**config.mk**
```make
export PLATFORM = sky130hd
export DESIGN_NAME = multicycle_control
export DESIGN_NICKNAME = d
export VERILOG_FILES = /design/src/rtl/multicycle_control_pkg.sv /design/src/rtl/multicycle_control_alu_decoder.sv /design/src/rtl/multicycle_control.sv
export SDC_FILE = /design/constraint.sdc
export NUM_CORES = 1
export LEC_CHECK = 0
export ABC_AREA = 0
export ABC_CLOCK_PERIOD_IN_PS = 1600
export BUFFER_PORTS_ARGS = -buffer_cell sky130_fd_sc_hd__buf_2
export CAP_MARGIN = 25
export CELL_PAD_IN_SITES_DETAIL_PLACEMENT = 2
export CELL_PAD_IN_SITES_GLOBAL_PLACEMENT = 2
export CORE_AREA = 2 2 48 72
export CTS_BUF_LIST = sky130_fd_sc_hd__clkbuf_4
export DETAILED_ROUTE_END_ITERATION = 10
export DIE_AREA = 0 0 50 74
export GPL_ROUTABILITY_DRIVEN = 0
export PLACE_DENSITY = 0.77
export SLEW_MARGIN = 30
export SYNTH_ARGS = -nofsm -noshare
export SYNTH_HDL_FRONTEND = slang
export SYNTH_SLANG_ARGS = --single-unit
```
**constraint.sdc**
```tcl
create_clock -name clk -period 1.6 [get_ports clk]
set_input_delay 0.08 -clock clk [delete_from_list [all_inputs] [get_ports clk]]
set_output_delay 0.08 -clock clk [all_outputs]
set_load 0.03 [all_outputs]
```
**src/rtl/multicycle_control_pkg.sv**
```systemverilog
// Shared encodings for the multi-cycle MIPS control, ALU and datapath.
package multicycle_control_pkg;

  // Opcodes (instr[31:26])
  localparam logic [5:0] OP_RTYPE = 6'b000000;
  localparam logic [5:0] OP_LW    = 6'b100011;
  localparam logic [5:0] OP_SW    = 6'b101011;
  localparam logic [5:0] OP_BEQ   = 6'b000100;
  localparam logic [5:0] OP_ADDI  = 6'b001000;
  localparam logic [5:0] OP_J     = 6'b000010;

  // R-type funct codes (instr[5:0])
  localparam logic [5:0] FN_ADD = 6'b100000;
  localparam logic [5:0] FN_SUB = 6'b100010;
  localparam logic [5:0] FN_AND = 6'b100100;
  localparam logic [5:0] FN_OR  = 6'b100101;
  localparam logic [5:0] FN_SLT = 6'b101010;

  // ALU operation select
  localparam logic [2:0] ALU_AND = 3'b000;
  localparam logic [2:0] ALU_OR  = 3'b001;
  localparam logic [2:0] ALU_ADD = 3'b010;
  localparam logic [2:0] ALU_SUB = 3'b110;
  localparam logic [2:0] ALU_SLT = 3'b111;

  // ALU B-operand select
  localparam logic [1:0] SRCB_REG   = 2'b00;
  localparam logic [1:0] SRCB_FOUR  = 2'b01;
  localparam logic [1:0] SRCB_IMM   = 2'b10;
  localparam logic [1:0] SRCB_IMMSH = 2'b11;

  // PC source select
  localparam logic [1:0] PCSRC_ALU    = 2'b00;
  localparam logic [1:0] PCSRC_ALUOUT = 2'b01;
  localparam logic [1:0] PCSRC_JUMP   = 2'b10;

  // Controller state encodings (12..15 unused)
  typedef enum logic [3:0] {
    S_FETCH    = 4'd0,
    S_DECODE   = 4'd1,
    S_MEMADR   = 4'd2,
    S_MEMREAD  = 4'd3,
    S_MEMWB    = 4'd4,
    S_MEMWRITE = 4'd5,
    S_EXECUTE  = 4'd6,
    S_ALUWB    = 4'd7,
    S_BRANCH   = 4'd8,
    S_ADDIEX   = 4'd9,
    S_ADDIWB   = 4'd10,
    S_JUMP     = 4'd11
  } state_t;

  // True for any opcode the controller knows how to sequence
  function automatic logic opcode_known(input logic [5:0] op);
    return (op == OP_RTYPE) || (op == OP_LW) || (op == OP_SW) ||
           (op == OP_BEQ) || (op == OP_ADDI) || (op == OP_J);
  endfunction

endpackage

```
**src/rtl/multicycle_control_alu_decoder.sv**
```systemverilog
// R-type funct -> ALU operation, with a valid flag for unsupported functs.
module alu_decoder
  import multicycle_control_pkg::*;
(
  input  logic [5:0] funct,
  output logic [2:0] alucontrol,
  output logic       valid
);

  // Pure lookup; unknown functs default to ADD with valid low
  always_comb begin
    alucontrol = ALU_ADD;
    valid      = 1'b1;
    case (funct)
      FN_ADD:  alucontrol = ALU_ADD;
      FN_SUB:  alucontrol = ALU_SUB;
      FN_AND:  alucontrol = ALU_AND;
      FN_OR:   alucontrol = ALU_OR;
      FN_SLT:  alucontrol = ALU_SLT;
      default: valid      = 1'b0;
    endcase
  end

endmodule

```
**src/rtl/multicycle_control.sv**
```systemverilog
// Moore control FSM for the multi-cycle MIPS datapath.
module multicycle_control
  import multicycle_control_pkg::*;
(
  input  logic       clk,
  input  logic       reset,
  input  logic [5:0] opcode,
  input  logic [5:0] funct,
  input  logic       zero,
  output logic [2:0] alucontrol,
  output logic       alusrca,
  output logic [1:0] alusrcb,
  output logic       iord,
  output logic       irwrite,
  output logic       memwrite,
  output logic       regwrite,
  output logic       regdst,
  output logic       memtoreg,
  output logic [1:0] pcsrc,
  output logic       pcen,
  output logic       illegal_op,
  output logic [3:0] state_dbg
);

  state_t     state_q, state_d;
  logic [2:0] fn_alu;
  logic       fn_valid;
  logic       decode_ok;
  logic       pcwrite, branch;
  logic       irwrite_raw, memwrite_raw, regwrite_raw, illegal_raw;

  alu_decoder u_alu_decoder (
    .funct      (funct),
    .alucontrol (fn_alu),
    .valid      (fn_valid)
  );

  // An R-type with an unsupported funct is as illegal as an unknown opcode
  assign decode_ok = opcode_known(opcode) && ((opcode != OP_RTYPE) || fn_valid);

  // State register; synchronous reset returns to FETCH
  always_ff @(posedge clk) begin
    if (reset) state_q <= S_FETCH;
    else       state_q <= state_d;
  end

  // Next state and Moore outputs; defaults first, then per-state overrides
  always_comb begin
    state_d      = S_FETCH;
    alucontrol   = ALU_ADD;
    alusrca      = 1'b0;
    alusrcb      = SRCB_REG;
    iord         = 1'b0;
    irwrite_raw  = 1'b0;
    memwrite_raw = 1'b0;
    regwrite_raw = 1'b0;
    regdst       = 1'b0;
    memtoreg     = 1'b0;
    pcsrc        = PCSRC_ALU;
    pcwrite      = 1'b0;
    branch       = 1'b0;
    illegal_raw  = 1'b0;
    case (state_q)
      S_FETCH: begin
        alusrcb     = SRCB_FOUR;
        irwrite_raw = 1'b1;
        pcwrite     = 1'b1;
        state_d     = S_DECODE;
      end
      S_DECODE: begin
        // ALU precomputes PC + (imm << 2) for a possible branch
        alusrcb = SRCB_IMMSH;
        if (!decode_ok) begin
          illegal_raw = 1'b1;
          state_d     = S_FETCH;
        end else begin
          case (opcode)
            OP_LW, OP_SW: state_d = S_MEMADR;
            OP_RTYPE:     state_d = S_EXECUTE;
            OP_BEQ:       state_d = S_BRANCH;
            OP_ADDI:      state_d = S_ADDIEX;
            OP_J:         state_d = S_JUMP;
            default:      state_d = S_FETCH;
          endcase
        end
      end
      S_MEMADR: begin
        alusrca = 1'b1;
        alusrcb = SRCB_IMM;
        state_d = (opcode == OP_LW) ? S_MEMREAD : S_MEMWRITE;
      end
      S_MEMREAD: begin
        iord    = 1'b1;
        state_d = S_MEMWB;
      end
      S_MEMWB: begin
        memtoreg     = 1'b1;
        regwrite_raw = 1'b1;
      end
      S_MEMWRITE: begin
        iord         = 1'b1;
        memwrite_raw = 1'b1;
      end
      S_EXECUTE: begin
        alusrca    = 1'b1;
        alucontrol = fn_alu;
        state_d    = S_ALUWB;
      end
      S_ALUWB: begin
        regdst       = 1'b1;
        regwrite_raw = 1'b1;
      end
      S_ADDIEX: begin
        alusrca = 1'b1;
        alusrcb = SRCB_IMM;
        state_d = S_ADDIWB;
      end
      S_ADDIWB: regwrite_raw = 1'b1;
      S_BRANCH: begin
        alusrca    = 1'b1;
        alucontrol = ALU_SUB;
        pcsrc      = PCSRC_ALUOUT;
        branch     = 1'b1;
      end
      S_JUMP: begin
        pcsrc   = PCSRC_JUMP;
        pcwrite = 1'b1;
      end
      default: state_d = S_FETCH;
    endcase
  end

  // Reset masks every architectural side effect in the cycle it is held
  assign pcen       = (pcwrite | (branch & zero)) & ~reset;
  assign irwrite    = irwrite_raw  & ~reset;
  assign memwrite   = memwrite_raw & ~reset;
  assign regwrite   = regwrite_raw & ~reset;
  assign illegal_op = illegal_raw  & ~reset;
  assign state_dbg  = state_q;

endmodule
```
==> results.sh, run 1 <==
export IMPL_maxSlewViolCount=0
export IMPL_endpoint_kind="output port"
export IMPL_seq_area_um2=88.8
export IMPL_startpoint="state_dbg[1]"
export IMPL_clkLatencyLatePin_ps=250
export IMPL_required_ps=1520
export IMPL_ys_seq_area_share_pct=15.0
export IMPL_path_clk_slew_ps=40
export IMPL_port_buffers=34
export IMPL_ys_warn_count=0
export IMPL_rsz0062_at_grt="yes"
export IMPL_syn_area_um2=534
export IMPL_grt_max_degree=13
export IMPL_ys_types=35
export IMPL_netlist_instances=77
export IMPL_rr_endpoint="state_dbg[0]"
export IMPL_timing_rr_start="state_dbg[1]"
export IMPL_start_util_pct=17.3
export IMPL_netlist_top_cells_count="11 x nor2_1, 6 x a21oi_1, 6 x nor3_1"
export IMPL_ff2ff_path_depth=6
export IMPL_dpl_hpwl_um=2010
export IMPL_track_usage_pct=15.6
export IMPL_design_area_um2=1110
export IMPL_finClkSkew_ps=3.41
export IMPL_antenna_cells=0
export IMPL_largest_reg_flops=4
export IMPL_fin_util_pct=35.8
export IMPL_vias_per_cell=4.92
export IMPL_overflow=0
export IMPL_drt_pass1_iter_count=4
export IMPL_ir_worst_vdd_mv=0.195
export IMPL_pin_count=35
export IMPL_fp_dieW_um=50
export IMPL_tritoncts="done"
export IMPL_drc=0
export IMPL_multi_input_area_um2=556
export IMPL_vias=837
export IMPL_die_h_um=74
export IMPL_drive_gt1_share_pct=63.8
export IMPL_p_seq_share_pct=23.5
export IMPL_critical_path_cell_chain="inv_2 > or4_4 > or4b_4 > buf_6"
export IMPL_antenna_found_initial=0
export IMPL_setup_tns_ps=-490
export IMPL_drt_iter0_markers=16
export IMPL_cpMaxStageDelayCell="or4_4"
export IMPL_critical_path_class="reg2out"
export IMPL_synthMostInstantiatedCell="nor2_1"
export IMPL_p_clk_share_pct=30.6
export IMPL_period_minus_slack_ps=1870
export IMPL_syn_to_final_growth_pct=107
export IMPL_switchingPower_uw=165
export IMPL_maxCapViolCount=0
export IMPL_cts_max_level=1
export IMPL_placed_area_um2=933
export IMPL_ys_seq_elements=4
export IMPL_fin_total_pwr_uw=436
export IMPL_yosysTopAreaCell="dfxtp_1"
export IMPL_max_slew_margin_pct=75.4
export IMPL_hold_violations=0
export IMPL_syn_num_nets=92
export IMPL_intPower_uw=271
export IMPL_leakagePower_uw=0.000451
export IMPL_r2r_setup_slack_ps=80
export IMPL_async_reset_ff_share_pct=0
export IMPL_startpoint_type="flop"
export IMPL_max_freq_mhz=534
export IMPL_setup_viol=6
export IMPL_min_period_over_period_pct=117
export IMPL_slowest_delay_ps=530
export IMPL_status="finished, violations left"
export IMPL_core_um2=3100
export IMPL_synthTopCellsByArea="dfxtp_1 15%, nor2_1 7.7%, a21oi_1 5.6%, nor3_1 5.6%, o21bai_1 4.2%"
export IMPL_synth_ff_type="dfxtp_1"
export IMPL_grt_pass1_wl_um=4260
export IMPL_first_global_vias=886
export IMPL_holdCritPathClass="in2reg"
export IMPL_avgRoutedWirePerCell_um=16.0
export IMPL_num_fill_cells=351
export IMPL_ant_nets=0
export IMPL_post_route_worst_setup_slack_ps=-274
export IMPL_synth_edf_count=0
export IMPL_rows=25
export IMPL_cts_buffers=3
export IMPL_power_frac_comb_pct=45.9
export IMPL_cp_arrival_ps=1790
export IMPL_cp_endpoint="alucontrol[1]"
export IMPL_fin_nets=147
export IMPL_cp_max_fo=2
export IMPL_die_area_um2=3700
export IMPL_violations="setup timing"
export IMPL_netSwitchingFraction_pct=37.8
export IMPL_routed_wl_um=2720
export IMPL_syn_mean_instance_area_um2=6.94
export IMPL_synthDominantCellAreaShare_pct=15.0
export IMPL_tightest_slew_ps=365
export IMPL_numClockSinks=4
export IMPL_power_density_nw_per_um2=394
export IMPL_cts_buffer_depth=2
export IMPL_cts_root_buf="clkbuf_4"
[worst max-delay path: cells and delay by family (launching register included)]
family / cells / cell delay, ps
buf+inv: 2 / 180
flops: 1 / 340
simple gates: 2 / 1020
[how the worst min path moves through the flow]
stage / depth (start not counted) / slack, ps / end / start
after floorplan: 1 / 210 / illegal_op / reset
after global placement: 4 / 440 / state_dbg[2] / opcode[5]
after detailed placement: 4 / 470 / state_dbg[2] / opcode[5]
after CTS: 4 / 220 / state_dbg[2] / opcode[5]
after global routing: 4 / 260 / state_dbg[3] / opcode[4]
final: 4 / 210 / state_dbg[3] / opcode[4]
[cells by family after synthesis]
logic type	count (synthesis)	synth area share, %
adder cells (fa/ha/maj)	1	1.87
AND/OR/NAND/NOR	42	46.4
buffers and inverters	5	4.22
XOR/XNOR	3	4.92
AO/OA/AOI/OAI	20	23.7
flip-flops	4	15.0
multiplexers	2	3.98
[layout by cell type, fill, tap and decap left out, types with 3 or more instances in the layout]
cell      Yosys  routed
nand2_1       4       4
o21ai_0       4       4
nor2_1       11       7
clkbuf_4      0       3
a21oi_2       0       3
nor3_1        6       4
buf_2         0      25
nor2_4        0       4
buf_4         1      17
a21oi_1       6       3
buf_6         0      12
[layer usage]
layer	part of all wire, %	global-route usage, %	vias up	routed length (um)
li1	-	-	396	-
met1	35	14.5	405	951
met2	60	32.9	32	1630
met3	2.8	0.803	4	77
met4	2.2	8.33	0	61
met5	0	0	-	0
[what timing repair did]
| action | 4_1_cts | 5_1_grt |
|---|---|---|
| setup endpoints to repair | 7 | 11 |
| pin swaps | 5 | 5 |
| gates cloned | 0 | 0 |
| buffers inserted | 6 | 1 |
| hold buffers | 0 | 0 |
| resized for setup | 24 | 10 |
[layout make-up]
type / count / area share, %
timing repair buffer: 54 / 35.0
inverter: 1 / 0.339
sequential: 4 / 8.01
multi-input combinational: 68 / 50.1
clock buffer: 3 / 2.03
tap: 40 / 4.51
[through the flow]
| stage | std cells | setup slack (ps) | hold WS [ps] |
|---|---|---|---|
| after global routing | 170 | -303 | 260 |
| after global placement | 161 | -30.4 | 442 |
| final | 170 | -274 | 211 |
| after detailed placement | 161 | -69.7 | 466 |
| after floorplan | 77 | -62.1 | 207 |
| after CTS | 170 | -288 | 216 |
[power by group through the flow]
stage / clock network, uW / registers [uW] / logic [uW]
6_report: 134 / 103 / 200
4_1_cts: 135 / 103 / 191
5_1_grt: 139 / 103 / 216
2_1_floorplan: 0 / 111 / 95.5
3_3_place_gp: 0 / 103 / 169
3_5_place_dp: 0 / 104 / 175
Power figures use the tool's default switching activity.
==> inputs of run 2 (changes only) <==
--- a/config.mk
+++ b/config.mk
@@ -6,17 +6,15 @@
 export NUM_CORES = 1
 export LEC_CHECK = 0
 export ABC_AREA = 0
-export ABC_CLOCK_PERIOD_IN_PS = 1600
+export ABC_CLOCK_PERIOD_IN_PS = 2400
 export BUFFER_PORTS_ARGS = -buffer_cell sky130_fd_sc_hd__buf_2
 export CAP_MARGIN = 25
-export CELL_PAD_IN_SITES_DETAIL_PLACEMENT = 2
-export CELL_PAD_IN_SITES_GLOBAL_PLACEMENT = 2
-export CORE_AREA = 2 2 48 72
+export CORE_AREA = 2 2 39 41
 export CTS_BUF_LIST = sky130_fd_sc_hd__clkbuf_4
 export DETAILED_ROUTE_END_ITERATION = 10
-export DIE_AREA = 0 0 50 74
+export DIE_AREA = 0 0 41 43
 export GPL_ROUTABILITY_DRIVEN = 0
-export PLACE_DENSITY = 0.77
+export PLACE_DENSITY = 0.82
 export SLEW_MARGIN = 30
 export SYNTH_ARGS = -nofsm -noshare
 export SYNTH_HDL_FRONTEND = slang
==> constraint.sdc (replaced) <==
create_clock -name clk -period 2.4 [get_ports clk]
set_input_delay 0.12 -clock clk [delete_from_list [all_inputs] [get_ports clk]]
set_output_delay 0.12 -clock clk [all_outputs]
set_load 0.03 [all_outputs]
==> results.sh, run 2 (synthesized netlist as in run 1, its figures left out) <==
export IMPL_ir_worst_vdd_mv=0.267
export IMPL_status="finished, final reports clean"
export IMPL_ff2ff_path_depth=4
export IMPL_vias_per_cell=5.45
export IMPL_drt_pass1_iter_count=4
export IMPL_cts_root_buf="clkbuf_4"
export IMPL_crit_cells=4
export IMPL_cp_endpoint="alucontrol[1]"
export IMPL_pin_count=35
export IMPL_largest_reg_flops=4
export IMPL_dpl_hpwl_um=1140
export IMPL_cts_buffer_depth=2
export IMPL_holdCritPathClass="in2reg"
export IMPL_clkLatencyLatePin_ps=240
export IMPL_slowest_delay_ps=550
export IMPL_post_cts_buffers=0
export IMPL_cts_hold_buf=0
export IMPL_core_um2=1380
export IMPL_timing_rr_start="state_dbg[0]"
export IMPL_routed_wl_um=1400
export IMPL_numClockSinks=4
export IMPL_die_h_um=43
export IMPL_rsz0062_at_grt="no"
export IMPL_fp_dieW_um=41
export IMPL_grt_pass1_wl_um=2080
export IMPL_cts_max_level=1
export IMPL_required_ps=2280
export IMPL_startpoint_type="flop"
export IMPL_cp_arrival_ps=2030
export IMPL_endpoint_kind="output port"
export IMPL_fin_hold_ws_ps=226
export IMPL_max_freq_mhz=464
export IMPL_die_area_um2=1760
export IMPL_critical_path_cell_chain="nand2b_4 > or4_4 > or4b_4 > buf_2"
export IMPL_cp_max_fo=11
export IMPL_first_global_vias=543
export IMPL_min_period_over_period_pct=89.8
export IMPL_maxSlewViolCount=0
export IMPL_worst_path_buf_inv=1
export IMPL_fin_nets=128
export IMPL_syn_to_final_growth_pct=39.8
export IMPL_critical_path_class="reg2out"
export IMPL_hold_violations=0
export IMPL_avgRoutedWirePerCell_um=11.1
export IMPL_startpoint="state_dbg[2]"
export IMPL_setup_tns_ps=0
export IMPL_fin_total_pwr_uw=246
export IMPL_finClkSkew_ps=6.93
export IMPL_period_minus_slack_ps=2150
export IMPL_antenna_cells=0
export IMPL_cts_buffers=3
export IMPL_antenna_found_initial=0
export IMPL_r2r_setup_slack_ps=820
export IMPL_leakagePower_uw=0.000324
export IMPL_tightest_slew_ps=558
export IMPL_tritoncts="done"
export IMPL_overflow=0
export IMPL_port_buffers=34
export IMPL_start_util_pct=38.6
export IMPL_vias=692
export IMPL_ant_nets=0
export IMPL_rr_endpoint="state_dbg[3]"
export IMPL_layout_commonest_cell="buf_2"
export IMPL_power_density_nw_per_um2=330
export IMPL_cpMaxStageDelayCell="dfxtp_1"
export IMPL_final_cell_mix="34 x buf_2, 11 x nor2_1, 6 x a21oi_1"
export IMPL_grt_max_degree=14
export IMPL_drc=0
export IMPL_maxCapViolCount=0
export IMPL_drive_gt1_share_pct=42.3
export IMPL_cts_resized=0
export IMPL_max_slew_margin_pct=62.3
export IMPL_cp_top_family="simple AND/OR/NAND/NOR gates"
export IMPL_rows=14
export IMPL_path_clk_slew_ps=40
export IMPL_drt_iter0_markers=18
export IMPL_setup_viol=0
export IMPL_track_usage_pct=16.5
run 2: final cells by class:
| cell class | count | area (um^2) |
|---|---|---|
| flip-flops and latches | 4 | 80.1 |
| repair buffers | 35 | 178 |
| well taps | 16 | 20.0 |
| fillers | 135 | 637 |
| multi-input cells | 68 | 443 |
| clock buffers | 3 | 22.5 |
| inverters | 1 | 3.75 |
run 2: routing by layer:
| layer | global-route usage, % | wire length (um) | up-vias |
|---|---|---|---|
| met2 | 28.1 | 643 | 32 |
| met4 | 8.00 | 24 | 0 |
| met3 | 0 | 101 | 2 |
| met5 | 0 | 0 | - |
| met1 | 19.9 | 634 | 299 |
| li1 | - | - | 359 |
run 2: tightest hold or removal path, delay by kind of cell:
family | cells | cell delay, ps
buffers and inverters | 1 | 90
and+or+nand+nor | 2 | 150
AOI/OAI and AO/OA | 1 | 60
run 2: per-stage QoR:
stage / cells / setup slack [ps] / util (%) / instance area [um^2]
final: 127 / 246 / 54.0 / 747
after global routing: 127 / 169 / 54.0 / 747
after CTS: 127 / 244 / 54.0 / 747
after detailed placement: 124 / 508 / 52.4 / 724
after global placement: 124 / 539 / 52.4 / 724
after floorplan: 77 / 268 / - / 546
run 2: report_power, final:
group / total, uW / leakage, uW / internal (uW) / switching, uW
sequential: 75.3 / 0.0000326 / 68.9 / 6.42
combinational: 84.5 / 0.000278 / 33.1 / 51.4
clock: 86.3 / 0.0000138 / 56.1 / 30.2
run 2: worst min path at each step:
stage / cells after the start / to / slack, ps / start
after floorplan: 1 / irwrite / 310 / reset
after global placement: 4 / state_dbg[2] / 470 / opcode[5]
after detailed placement: 4 / state_dbg[2] / 470 / opcode[5]
after CTS: 4 / state_dbg[2] / 220 / opcode[5]
after global routing: 4 / state_dbg[2] / 240 / opcode[5]
final: 4 / state_dbg[2] / 230 / opcode[5]
